`config.mk`:
```
export PLATFORM = sky130hd
export DESIGN_NAME = qspi_req_arbiter
export DESIGN_NICKNAME = d
export VERILOG_FILES = /design/src/rtl/qspi_pkg.sv /design/src/rtl/qspi_rr_pick.sv /design/src/rtl/qspi_req_arbiter.sv
export SDC_FILE = /design/constraint.sdc
export NUM_CORES = 1
export LEC_CHECK = 0
export ABC_AREA = 1
export ABC_CLOCK_PERIOD_IN_PS = 2700
export CORE_ASPECT_RATIO = 0.9
export CORE_MARGIN = 4
export CORE_UTILIZATION = 39
export CTS_CLUSTER_DIAMETER = 200
export DETAILED_ROUTE_END_ITERATION = 7
export GPL_TIMING_DRIVEN = 0
export PLACE_DENSITY_LB_ADDON = 0.25
export REMOVE_ABC_BUFFERS = 1
export SYNTH_ARGS = -nofsm -noshare
export SYNTH_HDL_FRONTEND = slang
export SYNTH_SLANG_ARGS = --single-unit
```
`constraint.sdc`:
```
create_clock -name clock -period 2.7 [get_ports clock]
set_clock_uncertainty 0.15 [all_clocks]
set_input_delay 0.27 -clock clock [delete_from_list [all_inputs] [get_ports clock]]
set_output_delay 0.27 -clock clock [all_outputs]
set_load 0.05 [all_outputs]
```
`src/rtl/qspi_pkg.sv`:
```
// Shared definitions for the QSPI request arbiter: FSM encoding and field widths.
package qspi_pkg;

  localparam int INST_W     = 8;
  localparam int SIZE_W     = 8;
  localparam int DEF_ADDR_W = 24;

  typedef enum logic [1:0] {
    IDLE      = 2'd0,
    REQ       = 2'd1,
    WAIT_DONE = 2'd2
  } arb_state_e;

endpackage

```
`src/rtl/qspi_rr_pick.sv`:
```
// Rotating-priority picker: returns the first set bit of valid_i at or after
// ptr_i, wrapping modulo NUM_CH (NUM_CH need not be a power of two).
module qspi_rr_pick #(
  parameter int NUM_CH = 2,
  parameter int PTR_W  = $clog2(NUM_CH)
) (
  input  logic [NUM_CH-1:0] valid_i,
  input  logic [PTR_W-1:0]  ptr_i,
  output logic [PTR_W-1:0]  winner_o,
  output logic              any_o
);

  logic [NUM_CH-1:0] rot;
  logic [PTR_W-1:0]  off;
  logic [PTR_W:0]    sum;

  // rot[i] is the channel i positions past the pointer
  always_comb begin
    rot = '0;
    for (int j = 0; j < NUM_CH; j++) begin
      if (ptr_i == PTR_W'(j)) begin
        for (int i = 0; i < NUM_CH; i++) begin
          rot[i] = valid_i[(i + j) % NUM_CH];
        end
      end
    end
  end

  always_comb begin
    off = '0;
    for (int i = NUM_CH - 1; i >= 0; i--) begin
      if (rot[i]) begin
        off = PTR_W'(i);
      end
    end
  end

  always_comb begin
    sum = {1'b0, ptr_i} + {1'b0, off};
    if (sum >= (PTR_W + 1)'(NUM_CH)) begin
      sum = sum - (PTR_W + 1)'(NUM_CH);
    end
  end

  assign winner_o = sum[PTR_W-1:0];
  assign any_o    = |valid_i;

endmodule

```
`src/rtl/qspi_req_arbiter.sv`:
```
// Round-robin arbiter granting one of NUM_CH request channels to the QSPI control level.
// Optional watchdog abort enabled with `define QSPI_ARB_TIMEOUT_EN.
module qspi_req_arbiter
  import qspi_pkg::*;
#(
  parameter int NUM_CH      = 2,
  parameter int ADDR_W      = DEF_ADDR_W,
  parameter int TIMEOUT_CYC = 1024
) (
  input  logic                       clock,
  input  logic                       reset,
  input  logic [NUM_CH-1:0]          io_req_valid,
  output logic [NUM_CH-1:0]          io_req_ready,
  input  logic [NUM_CH*INST_W-1:0]   io_req_inst,
  input  logic [NUM_CH*ADDR_W-1:0]   io_req_addr,
  input  logic [NUM_CH*SIZE_W-1:0]   io_req_data_size,
  input  logic [NUM_CH*SIZE_W-1:0]   io_req_data_burstlen,
  output logic                       io_ctrl_req_valid,
  input  logic                       io_ctrl_req_ready,
  output logic [INST_W-1:0]          io_ctrl_req_inst,
  output logic [ADDR_W-1:0]          io_ctrl_req_addr,
  output logic [SIZE_W-1:0]          io_ctrl_req_data_size,
  output logic [SIZE_W-1:0]          io_ctrl_req_data_burstlen,
  input  logic                       io_ctrl_done,
  output logic [$clog2(NUM_CH)-1:0]  io_grant_id,
  output logic                       io_busy,
  output logic                       io_timeout
);

  localparam int PTR_W = $clog2(NUM_CH);

  arb_state_e        state_q;
  logic [PTR_W-1:0]  rr_ptr_q;
  logic [PTR_W-1:0]  rr_ptr_d;
  logic [PTR_W-1:0]  grant_q;
  logic [INST_W-1:0] inst_q;
  logic [ADDR_W-1:0] addr_q;
  logic [SIZE_W-1:0] size_q;
  logic [SIZE_W-1:0] burst_q;
  logic              valid_q;
  logic              busy_q;
  logic              timeout_q;

  logic [PTR_W-1:0]  win;
  logic              any;
  logic              expire;

  qspi_rr_pick #(
    .NUM_CH (NUM_CH),
    .PTR_W  (PTR_W)
  ) u_pick (
    .valid_i  (io_req_valid),
    .ptr_i    (rr_ptr_q),
    .winner_o (win),
    .any_o    (any)
  );

  assign rr_ptr_d = (win == PTR_W'(NUM_CH - 1)) ? '0 : win + 1'b1;

  // Accept is combinational so the winning channel sees ready in its request cycle
  always_comb begin
    io_req_ready = '0;
    for (int i = 0; i < NUM_CH; i++) begin
      io_req_ready[i] = !reset && (state_q == IDLE) && any && (win == PTR_W'(i));
    end
  end

`ifdef QSPI_ARB_TIMEOUT_EN
  localparam int CNT_W = (TIMEOUT_CYC > 2) ? $clog2(TIMEOUT_CYC) : 1;
  logic [CNT_W-1:0] cnt_q;

  // Held at zero while idle, so it starts from zero on entry to REQ
  always_ff @(posedge clock) begin
    if (reset || state_q == IDLE) begin
      cnt_q <= '0;
    end else begin
      cnt_q <= cnt_q + 1'b1;
    end
  end

  assign expire = (state_q != IDLE) && (cnt_q == CNT_W'(TIMEOUT_CYC - 1));
`else
  localparam int timeout_unused = TIMEOUT_CYC;
  assign expire = 1'b0;
`endif

  always_ff @(posedge clock) begin
    if (reset) begin
      state_q   <= IDLE;
      rr_ptr_q  <= '0;
      grant_q   <= '0;
      inst_q    <= '0;
      addr_q    <= '0;
      size_q    <= '0;
      burst_q   <= '0;
      valid_q   <= 1'b0;
      busy_q    <= 1'b0;
      timeout_q <= 1'b0;
    end else begin
      timeout_q <= 1'b0;
      case (state_q)
        IDLE: begin
          if (any) begin
            inst_q   <= io_req_inst[win*INST_W +: INST_W];
            addr_q   <= io_req_addr[win*ADDR_W +: ADDR_W];
            size_q   <= io_req_data_size[win*SIZE_W +: SIZE_W];
            burst_q  <= io_req_data_burstlen[win*SIZE_W +: SIZE_W];
            grant_q  <= win;
            rr_ptr_q <= rr_ptr_d;
            valid_q  <= 1'b1;
            busy_q   <= 1'b1;
            state_q  <= REQ;
          end
        end
        REQ: begin
          if (expire) begin
            valid_q   <= 1'b0;
            busy_q    <= 1'b0;
            timeout_q <= 1'b1;
            state_q   <= IDLE;
          end else if (io_ctrl_req_ready) begin
            valid_q <= 1'b0;
            state_q <= WAIT_DONE;
          end
        end
        // A done pulse on the expiry cycle completes normally
        WAIT_DONE: begin
          if (io_ctrl_done) begin
            busy_q  <= 1'b0;
            state_q <= IDLE;
          end else if (expire) begin
            busy_q    <= 1'b0;
            timeout_q <= 1'b1;
            state_q   <= IDLE;
          end
        end
        default: begin
          valid_q <= 1'b0;
          busy_q  <= 1'b0;
          state_q <= IDLE;
        end
      endcase
    end
  end

  assign io_ctrl_req_valid         = valid_q;
  assign io_ctrl_req_inst          = inst_q;
  assign io_ctrl_req_addr          = addr_q;
  assign io_ctrl_req_data_size     = size_q;
  assign io_ctrl_req_data_burstlen = burst_q;
  assign io_grant_id               = grant_q;
  assign io_busy                   = busy_q;
  assign io_timeout                = timeout_q;

endmodule
```
---- Word-level counts from Yosys, hierarchy flattened ----
Cells that the tools add are included.
word-level totals
  logic and storage cells ................. 51
  register bits ........................... 54
  input bits .............................. 102
  output and inout port bits .............. 54
operators by class
  mux-type cells .......................... 14
  $lt $le $gt $ge ......................... 1
  eq/ne operators ......................... 5
  bitwise logic cells ..................... 3
  reductions and logical operators ........ 11
  multiply operators ...................... 1
  shifts and indexed selects .............. 4
  $add $sub $neg .......................... 3
operators by type and width
  operator                                                               count
  16-bit by 5-bit indexed part select with 8-bit output                  3
  48-bit by 7-bit indexed part select with 24-bit output                 1
  3-bit AND reduction                                                    3
  2-bit two-way mux                                                      4
  1-bit two-way mux                                                      7
  2-bit inequality test, second input constant                           3
  1-bit one-hot mux with 3 select lines                                  2
  2-bit one-hot mux with 3 select lines                                  1
  1-bit logical AND                                                      4
  1-bit by 2-bit multiplier with 3-bit output, second input constant     1
  1-bit inverter                                                         3
  1-bit by 1-bit adder with 2-bit output                                 1
  2-bit by 1-bit equality test with 1-bit output, second input constant  1
  2-bit equality test, second input constant                             1
  2-bit >= comparator, second input constant                             1
  2-bit zero test                                                        1
  2-bit AND reduction                                                    1
  2-bit OR reduction                                                     1
  1-bit adder, second input constant                                     1
  1-bit zero test                                                        1
  1-bit subtractor, second input constant                                1

---- Depth between registers and ports, before layout ----
Gate-level depths: netlist of run 1.
  depth in word-level cells ............... 8
  depth in mapped cells ................... 9
  gate-level depth less buffers ........... 7

---- Cells and area by module ----
A second synthesis of run 1 with hierarchy kept.
second synthesis, totals
  cell total of the unflattened synthesis .. 408
  area total of the unflattened synthesis .. 2598.7 um2
by module, submodules not included
  module            cells an instance  seq. area each (um2)  area each (um2)  times used
  qspi_req_arbiter  404                1081.0                2580.0           1
  qspi_rr_pick      4                  0.0                   18.8             1

---- Least setup slack after synthesis of run 1 ----
OpenSTA, ideal clock, no wires.
  kind .................................... flip-flop to output port
  start ................................... register state_q[1]
  end ..................................... output io_req_ready[0]
  required time ........................... 2280 ps
  cell stages (with the launch flop) ...... 8
  path slack .............................. 1130 ps
  arrival ................................. 1150 ps
  buffers on the path ..................... 2
  cell sequence ........................... dfxtp_1 nor2_2 buf_4 inv_2 nor2_4 buf_6 nand2_1 inv_2
between the ends
  word-level cells in the longest chain between the ends .. 4
ends and longest elaborated chain
  item                             RTL line                 RTL
  from (decl)                      qspi_req_arbiter.sv:32   arb_state_e state_q;
  from (signal assigned)           qspi_req_arbiter.sv:89   state_q <= IDLE;
  from (signal assigned)           qspi_req_arbiter.sv:112  state_q <= REQ;
  from (signal assigned)           qspi_req_arbiter.sv:120  state_q <= IDLE;
  2-bit zero test                  qspi_req_arbiter.sv:64   io_req_ready[i] = !reset && (state_q == IDLE) && any && (win == PTR_W'(i));
  1-bit logical AND (3 in series)  qspi_req_arbiter.sv:64
  to (decl)                        qspi_req_arbiter.sv:13   output logic [NUM_CH-1:0] io_req_ready,
Every way passes these cells.

---- Final worst setup path of run 1 ----
  start ................................... input io_req_valid[1]
  end ..................................... output io_req_ready[0]
between the ends
  word-level cells in the longest chain between the ends .. 8
  elaborated cells between the ends (all ways) .. 11
  those cells by class .................... 2 x add/sub; 1 x order compare; 4 x mux; 1 x bitwise; 3 x reduce/logical
ends and longest elaborated chain
  item                                                     RTL line                                RTL
  from (decl)                                              qspi_req_arbiter.sv:12                  input logic [NUM_CH-1:0] io_req_valid,
  2-bit two-way mux                                        qspi_rr_pick.sv:21                      if (ptr_i == PTR_W'(j)) begin
  1-bit two-way mux (2 in series)                          qspi_rr_pick.sv:32                      if (rot[i]) begin
  1-bit by 1-bit adder with 2-bit output                   qspi_rr_pick.sv:39                      sum = {1'b0, ptr_i} + {1'b0, off};
  2-bit >= comparator or 1-bit subtractor (tied branches)  qspi_rr_pick.sv:40, qspi_rr_pick.sv:41
  1-bit two-way mux                                        qspi_rr_pick.sv:40                      if (sum >= (PTR_W + 1)'(NUM_CH)) begin
  1-bit inverter                                           qspi_req_arbiter.sv:64
  1-bit logical AND (*)                                    qspi_req_arbiter.sv:64
Mark *: on every way between the ends. The rest lies on a longest branch, timed or not.

==> out/qor.yml, run 1 <==
status: "finished, final reports clean"
cts_tree: "done"
synthAdderAreaFrac_pct: 0
vias: 2840
synth_compound_area_share_pct: 2.05
synth_top_family_by_area: "simple AND/OR/NAND/NOR gates"
htree_levels: 2
synth.area.mux_share_pct: 0
synth_edf_count: 0
max_slew_margin_pct: 37.7
ys_ff_latch: 54
finalNetCount: 580
netlist.area_leader.share_pct: 45.4
core_um2: 5790
min_path_type: "flop to flop"
leakagePower_nw: 1.70
wl_um: 8590
clock_latency_ns: 0.30
postCtsHoldBufs: 0
grt_max_degree: 82
setup_viol: 0
finalCritPeriodShare_pct: 94.3
fp.dieH_um: 82.1
io_pins: 156
gr-usage-all-layers_pct: 22.4
place_area_um2: 3910
synth-simple-area-share_pct: 43.5
row_count: 26
diodes: 0
yosys.cell_types.count: 19
crit_fanout: 8
clock_sinks: 54
synthXorXnorAreaFrac_pct: 0
drc: 0
vdd_drop_max_v: 0.000321
synth_flop_cell: "dfxtp_1"
yosysWarnings: 0
worstSetupPathType: "input port to output port"
rsz0062_at_grt: "false"
powerDensity_nw_per_um2: 556
drive_gt1_share_pct: 4.80
yosys.area.top_type: "dfxtp_1"
synth_area_leaders: "dfxtp_1 (45%), nand3_1 (25%), nand2_1 (12%)"
finalHoldViolCount: 0
grt_overflow: 0
setup_ws_ns: 0.153
fin_util_pct: 70.3
routedWlPerCell_um: 15.7
yosys.cell_count.top_type: "nand3_1"
design.die.area_um2: 7420
yosys-top-cells-count: "nand3_1 (120), nand2_1 (75), dfxtp_1 (54), nor2_1 (23), inv_1 (16)"
dr.pass1.iters: 4
numCtsBuffers: 5
via_per_inst: 5.17
synthCells: 337
fmax_mhz: 393
fp.dieW_um: 90.4
cp.arrival_ns: 2.13
ys_seq_area_share_pct: 45.4
initialDrtViolationCount: 145
finalCriticalPeriod_ns: 2.55
grt_pass1_vias: 2740
syn_area_per_cell_um2: 7.07
start_kind: "input port"
place_congestion: 0.730
netlist_area_um2: 2380
setup-tns-final_ns: 0
initial_utilization_pct: 41.1
ys_async_sr_fraction_pct: 0
tightest_slew_ns: 0.933
detailedPlace.worstSlack_ns: -1.02
cts_root_buf: "clkbuf_8"
drv_cap: 0
syn_to_final_growth_pct: 70.9
antenna_found_initial: 0
grt_pass1_wl_um: 13200
clk_pin_slew_worst_paths_ns: 0.09
io_buffers: 154
end_kind: "output port"
ant_nets: 0
clock_path_buffers: 2
slew_viol_final: 0
crit_required_ns: 2.28
place_hpwl_um: 5750
design_area_um2: 4070
worst max-delay path, stage by stage:
cell and delay, ns:
clkdlybuf4s50_1 0.55, nand2_1 0.30, nand2_1 0.25, nor2_4 0.20, nand2_1 0.09, inv_2 0.09
clkdlybuf4s15_2 0.37
cells in the final DEF (no fill, tap or decap):
cell type / netlist / layout
clkdlybuf4s50_1: 0 / 151
nand3_1: 120 / 119
nand2_1: 75 / 75
dfxtp_1: 54 / 54
nor2_1: 23 / 22
inv_1: 16 / 16
nand4_1: 8 / 8
clkbuf_8: 0 / 6
a21oi_1: 5 / 5
nor2_2: 1 / 4
nor2_4: 1 / 3
inv_2: 3 / 2
o21ai_1: 2 / 2
bufinv_16: 0 / 1
nand3_4: 0 / 1
o21ai_4: 0 / 1
o21ai_0: 1 / 1
conb_1: 1 / 1
clkbuf_1: 7 / 1
clkinv_2: 0 / 1
dlymetal6s2s_1: 0 / 1
buf_12: 0 / 1
clkdlybuf4s15_2: 0 / 1
clkbuf_2: 0 / 1
buf_4: 5 / 1
final timing paths:
path	start	depth (start not counted)	slack, ns	end
min	io_busy	2	0.31	io_busy
max reg2reg	state_q[1]	5	0.54	io_ctrl_req_data_burstlen[3]
min reg2reg	io_busy	2	0.31	io_busy
max	io_req_valid[1]	7	0.15	io_req_ready[0]
through the flow:
| step | cells | power (mW) | hold WS [ns] |
|---|---|---|---|
| after global placement | 535 | 1.77 | 0.295 |
| after CTS | 549 | 2.28 | 0.314 |
| after detailed placement | 536 | 1.79 | 0.300 |
| final | 549 | 2.26 | 0.313 |
| after global routing | 549 | 2.37 | 0.349 |
| after floorplan | 311 | 1.40 | 0.189 |
flip-flops by register name, summed over array words and instances (netlist names):
name	flops
io_ctrl_req_data_size	8
state_q	2
io_busy	1
io_ctrl_req_addr	24
io_grant_id	1
io_ctrl_req_inst	8
rr_ptr_q	1
io_ctrl_req_data_burstlen	8
io_ctrl_req_valid	1
logic make-up after synthesis:
logic type      count (synthesis)
buf+inv                        45
simple gates                  228
compound gates                  9
other cells                     1
flops                          54
final cells by class:
type                    instances  area, um^2
inverters                      19        97.6
clock inverters                 1        5.00
flip-flops and latches         54        1080
multi-input cells             242        1150
repair buffers                156        1570
clock buffers                   7        86.3
fillers                       485        1720
well taps                      70        87.6
power breakdown:
part	switching, mW	internal (mW)	total [mW]
clock	0.257	0.208	0.465
combinational	0.532	0.341	0.872
sequential	0.0457	0.881	0.927
timing repair:
item                       4_1_cts  5_1_grt
gates resized for setup         12        3
pin swaps                        2        0
setup buffers                    1        0
setup endpoints to repair        2        2
cloned                           4        0
per-layer routing:
layer	GRT usage, %	wire length, um	vias to the layer above	share of wire, %
met1	24.6	3330	1316	39
met4	5.50	77	0	0.90
met2	42.3	4400	107	51
met5	0	0	-	0
met3	7.79	793	8	9.2
li1	-	-	1409	-
Power figures use the tool's default switching activity.
==> run 2, diff against run 1 <==
ABC_AREA = not set   (was 1)
ABC_CLOCK_PERIOD_IN_PS = 2130   (was 2700)
CORE_UTILIZATION = 32   (was 39)
clock period = 2.13 ns   (was 2.7 ns; I/O delays follow)
==> run 2 against run 1 <==
Clock power grew 29%; setup slack got worse by 0.049 ns; largest power group unchanged; highest routed layer unchanged; synthesized cell count fell by 23%; sequential share of layout area up 0.23 points; sequential cell count stayed put; final cell count decreased by 9.7%; via count is 11% lower; first-iteration DRC count is 61% lower.
==> out/qor.yml, run 2 <==
min_to: "io_grant_id"
cts_root_buf: "clkbuf_8"
p_total_mw: 2.88  # +27%
finalCriticalPeriod_ns: 2.03
routedWlPerCell_um: 17.7  # +13%
gr-usage-all-layers_pct: 19.7  # -2.7 points
htree_levels: 2  # unchanged
final_cell_mix: "clkdlybuf4s50_1 (150), dfxtp_1 (54), inv_1 (41), nor3_1 (41), a221o_1 (38)"
synth_flop_cell: "dfxtp_1"
ys_ff_latch: 54  # unchanged
end_kind: "output port"
yosysWarnings: 0  # unchanged
io_pins: 156  # unchanged
min_path_cells: 1  # -1
leakagePower_nw: 1.63  # -4.2%
clock_latency_ns: 0.31  # about the same
ff2ff_path_depth: 4  # -1
yosys.cell_types.count: 28  # +9
synth_area_leaders: "dfxtp_1 (46%), a221o_1 (16%), nor3_1 (8.7%)"
crit_chain: "or3_4 -> nor2_1 -> clkbuf_4"
yosys.area.top_type: "dfxtp_1"
fp.dieW_um: 98.3  # +8.7%
cts_tree: "done"
design.die.area_um2: 8770  # +18%
crit_buf_inv: 1  # -2
synthAdderAreaFrac_pct: 0  # unchanged
design_area_um2: 4040  # -0.86%
syn_area_per_cell_um2: 9.09  # +29%
setup-tns-final_ns: 0  # unchanged
synthCells: 258  # -23%
slew_viol_final: 0  # unchanged
rsz0062_at_grt: "false"
start_kind: "flop"
clock_sinks: 54  # unchanged
ys_async_sr_fraction_pct: 0  # unchanged
min_path_type: "flop to flop"
crit_cells: 3  # -4
core_um2: 7080  # +22%
largest_register_ffs: 24  # unchanged
drv_cap: 0  # unchanged
powerDensity_nw_per_um2: 713  # +28%
via_per_inst: 5.12  # -0.97%
finalNetCount: 504  # -13%
ys_seq_area_share_pct: 46.1  # +0.70 points
io_buffers: 154  # unchanged
syn_to_final_growth_pct: 72.1
grt_overflow: 0  # unchanged
wl_um: 8760  # +1.9%
cp_top_family: "simple AND/OR/NAND/NOR gates"
fmax_mhz: 493
min-delay-start: "io_grant_id"
synth_compound_area_share_pct: 24.4  # +22 points
r2r-end: "io_ctrl_req_data_burstlen[1]"
finalCritPeriodShare_pct: 95.2
place_hpwl_um: 5290  # -8.1%
drc: 0  # unchanged
r2r_start: "state_q[1]"
yosys-top-cells-count: "dfxtp_1 (54), inv_1 (41), nor3_1 (41), a221o_1 (38), buf_2 (11)"
r2r_slack_ns: 0.15  # -0.39 ns
synth_edf_count: 0  # unchanged
synth.area.mux_share_pct: 0  # unchanged
initialDrtViolationCount: 57  # -61%
status: "finished, final reports clean"
yosys.cell_count.top_type: "dfxtp_1"
cpMaxStageDelayCell: "or3_4"
place_congestion: 0.762  # +4.3%
crit_required_ns: 1.77  # -0.51 ns
row_count: 29  # +12%
tightest_slew_ns: 0.621  # -0.312 ns
dr.pass1.iters: 4  # unchanged
grt_pass1_vias: 2677  # -2.3%
fp.dieH_um: 89.2  # +8.6%
netlist_area_um2: 2350  # -1.5%
netlist.area_leader.share_pct: 46.1  # +0.70 points
grt_max_degree: 24  # -71%
finalHoldViolCount: 0  # unchanged
synth-simple-area-share_pct: 15.1  # -28 points
place_area_um2: 3850  # -1.3%
diodes: 0  # unchanged
numCtsBuffers: 5  # unchanged
drive_gt1_share_pct: 7.20  # +2.4 points
antenna_found_initial: 0  # unchanged
ant_nets: 0  # unchanged
vias: 2541  # -11%
crit_fanout: 11  # +3
max_slew_margin_pct: 58.6  # +21 points
initial_utilization_pct: 33.2  # -8.0 points
timing.hold.ws_ns: 0.319  # +0.00598 ns
worstSetupPathType: "flop to output port"
setup_viol: 0  # unchanged
mostFrequentLayoutCell: "clkdlybuf4s50_1"
cpPeakStageDelay_ns: 0.51  # -0.04 ns
vdd_drop_max_v: 0.000300  # -6.7%
clk_pin_slew_worst_paths_ns: 0.10  # about the same
clock_path_buffers: 2  # unchanged
cp.arrival_ns: 1.66  # -0.47 ns
synth_top_family_by_area: "compound AO/OA/AOI/OAI gates"
grt_pass1_wl_um: 13800  # +4.2%
synthXorXnorAreaFrac_pct: 0  # unchanged
==> run 2: cell types whose count changed in the layout (fill, tap and decap cells not counted), sizes merged, moves of 7 or more <==
| cell | change |
|---|---|
| inv | +23 |
| nor2 | -24 |
| nand3 | -113 |
| a31oi | +7 |
| nand2 | -71 |
| nor3 | +41 |
| a221o | +41 |
==> run 2: through the flow <==
| stage | cells | utilization (%) | worst slack (ns) |
|---|---|---|---|
| finish | 496 | 57.0 | 0.103 |
| global route | 496 | 57.0 | 0.00568 |
| CTS | 494 | 56.8 | 0.0164 |
| detailed placement | 480 | 54.5 | -1.29 |
| global placement | 479 | 54.1 | -1.86 |
| floorplan | 232 | - | -0.575 |
==> run 2: layout make-up <==
type	instances	area, um^2
inverters	41	154
fillers	623	3040
repair buffers	158	1580
flip-flops and latches	54	1080
well taps	93	116
clock buffers	7	86.3
multi-input cells	142	1010
clock inverters	1	5.00
==> run 2: cells by family (layout without fill, tap and decap cells) <==
group                  Yosys count  count (layout)
AOI/OAI and AO/OA               67              68
buffers and inverters           67             207
DFF                             54              54
other                            1               1
and+or+nand+nor                 69              73
==> run 2: how the worst max path moves through the flow <==
stage               startpoint                      endpoint  slack [ns]
floorplan           state_q[1]  io_ctrl_req_data_burstlen[0]       -0.57
global placement    state_q[1]               io_req_ready[1]       -1.86
detailed placement  state_q[1]               io_req_ready[1]       -1.29
CTS                   rr_ptr_q               io_req_ready[1]        0.02
global route        state_q[0]               io_req_ready[0]       0.006
finish              state_q[0]               io_req_ready[0]        0.10
==> run 2: per-layer routing <==
| layer | wire (um) | share of wire (%) | global-route usage, % |
|---|---|---|---|
| met1 | 3880 | 44 | 24.7 |
| met2 | 4070 | 46 | 33.7 |
| met4 | 103 | 1.2 | 4.96 |
| met3 | 705 | 8.0 | 6.01 |
| met5 | 0 | 0 | 0 |
==> run 2: repair_timing <==
action                     CTS  global route
hold buffers                 0             0
setup buffers                1             2
setup endpoints to repair   45             2
gates resized for setup     20             1
gates cloned                 5             0
pin swaps                    4             1
==> run 2: power breakdown <==
group	internal [mW]	total, mW	switching (mW)
Combinational	0.458	1.09	0.635
Sequential	1.12	1.18	0.0668
Clock	0.263	0.601	0.338
Total	1.84	2.88	1.04
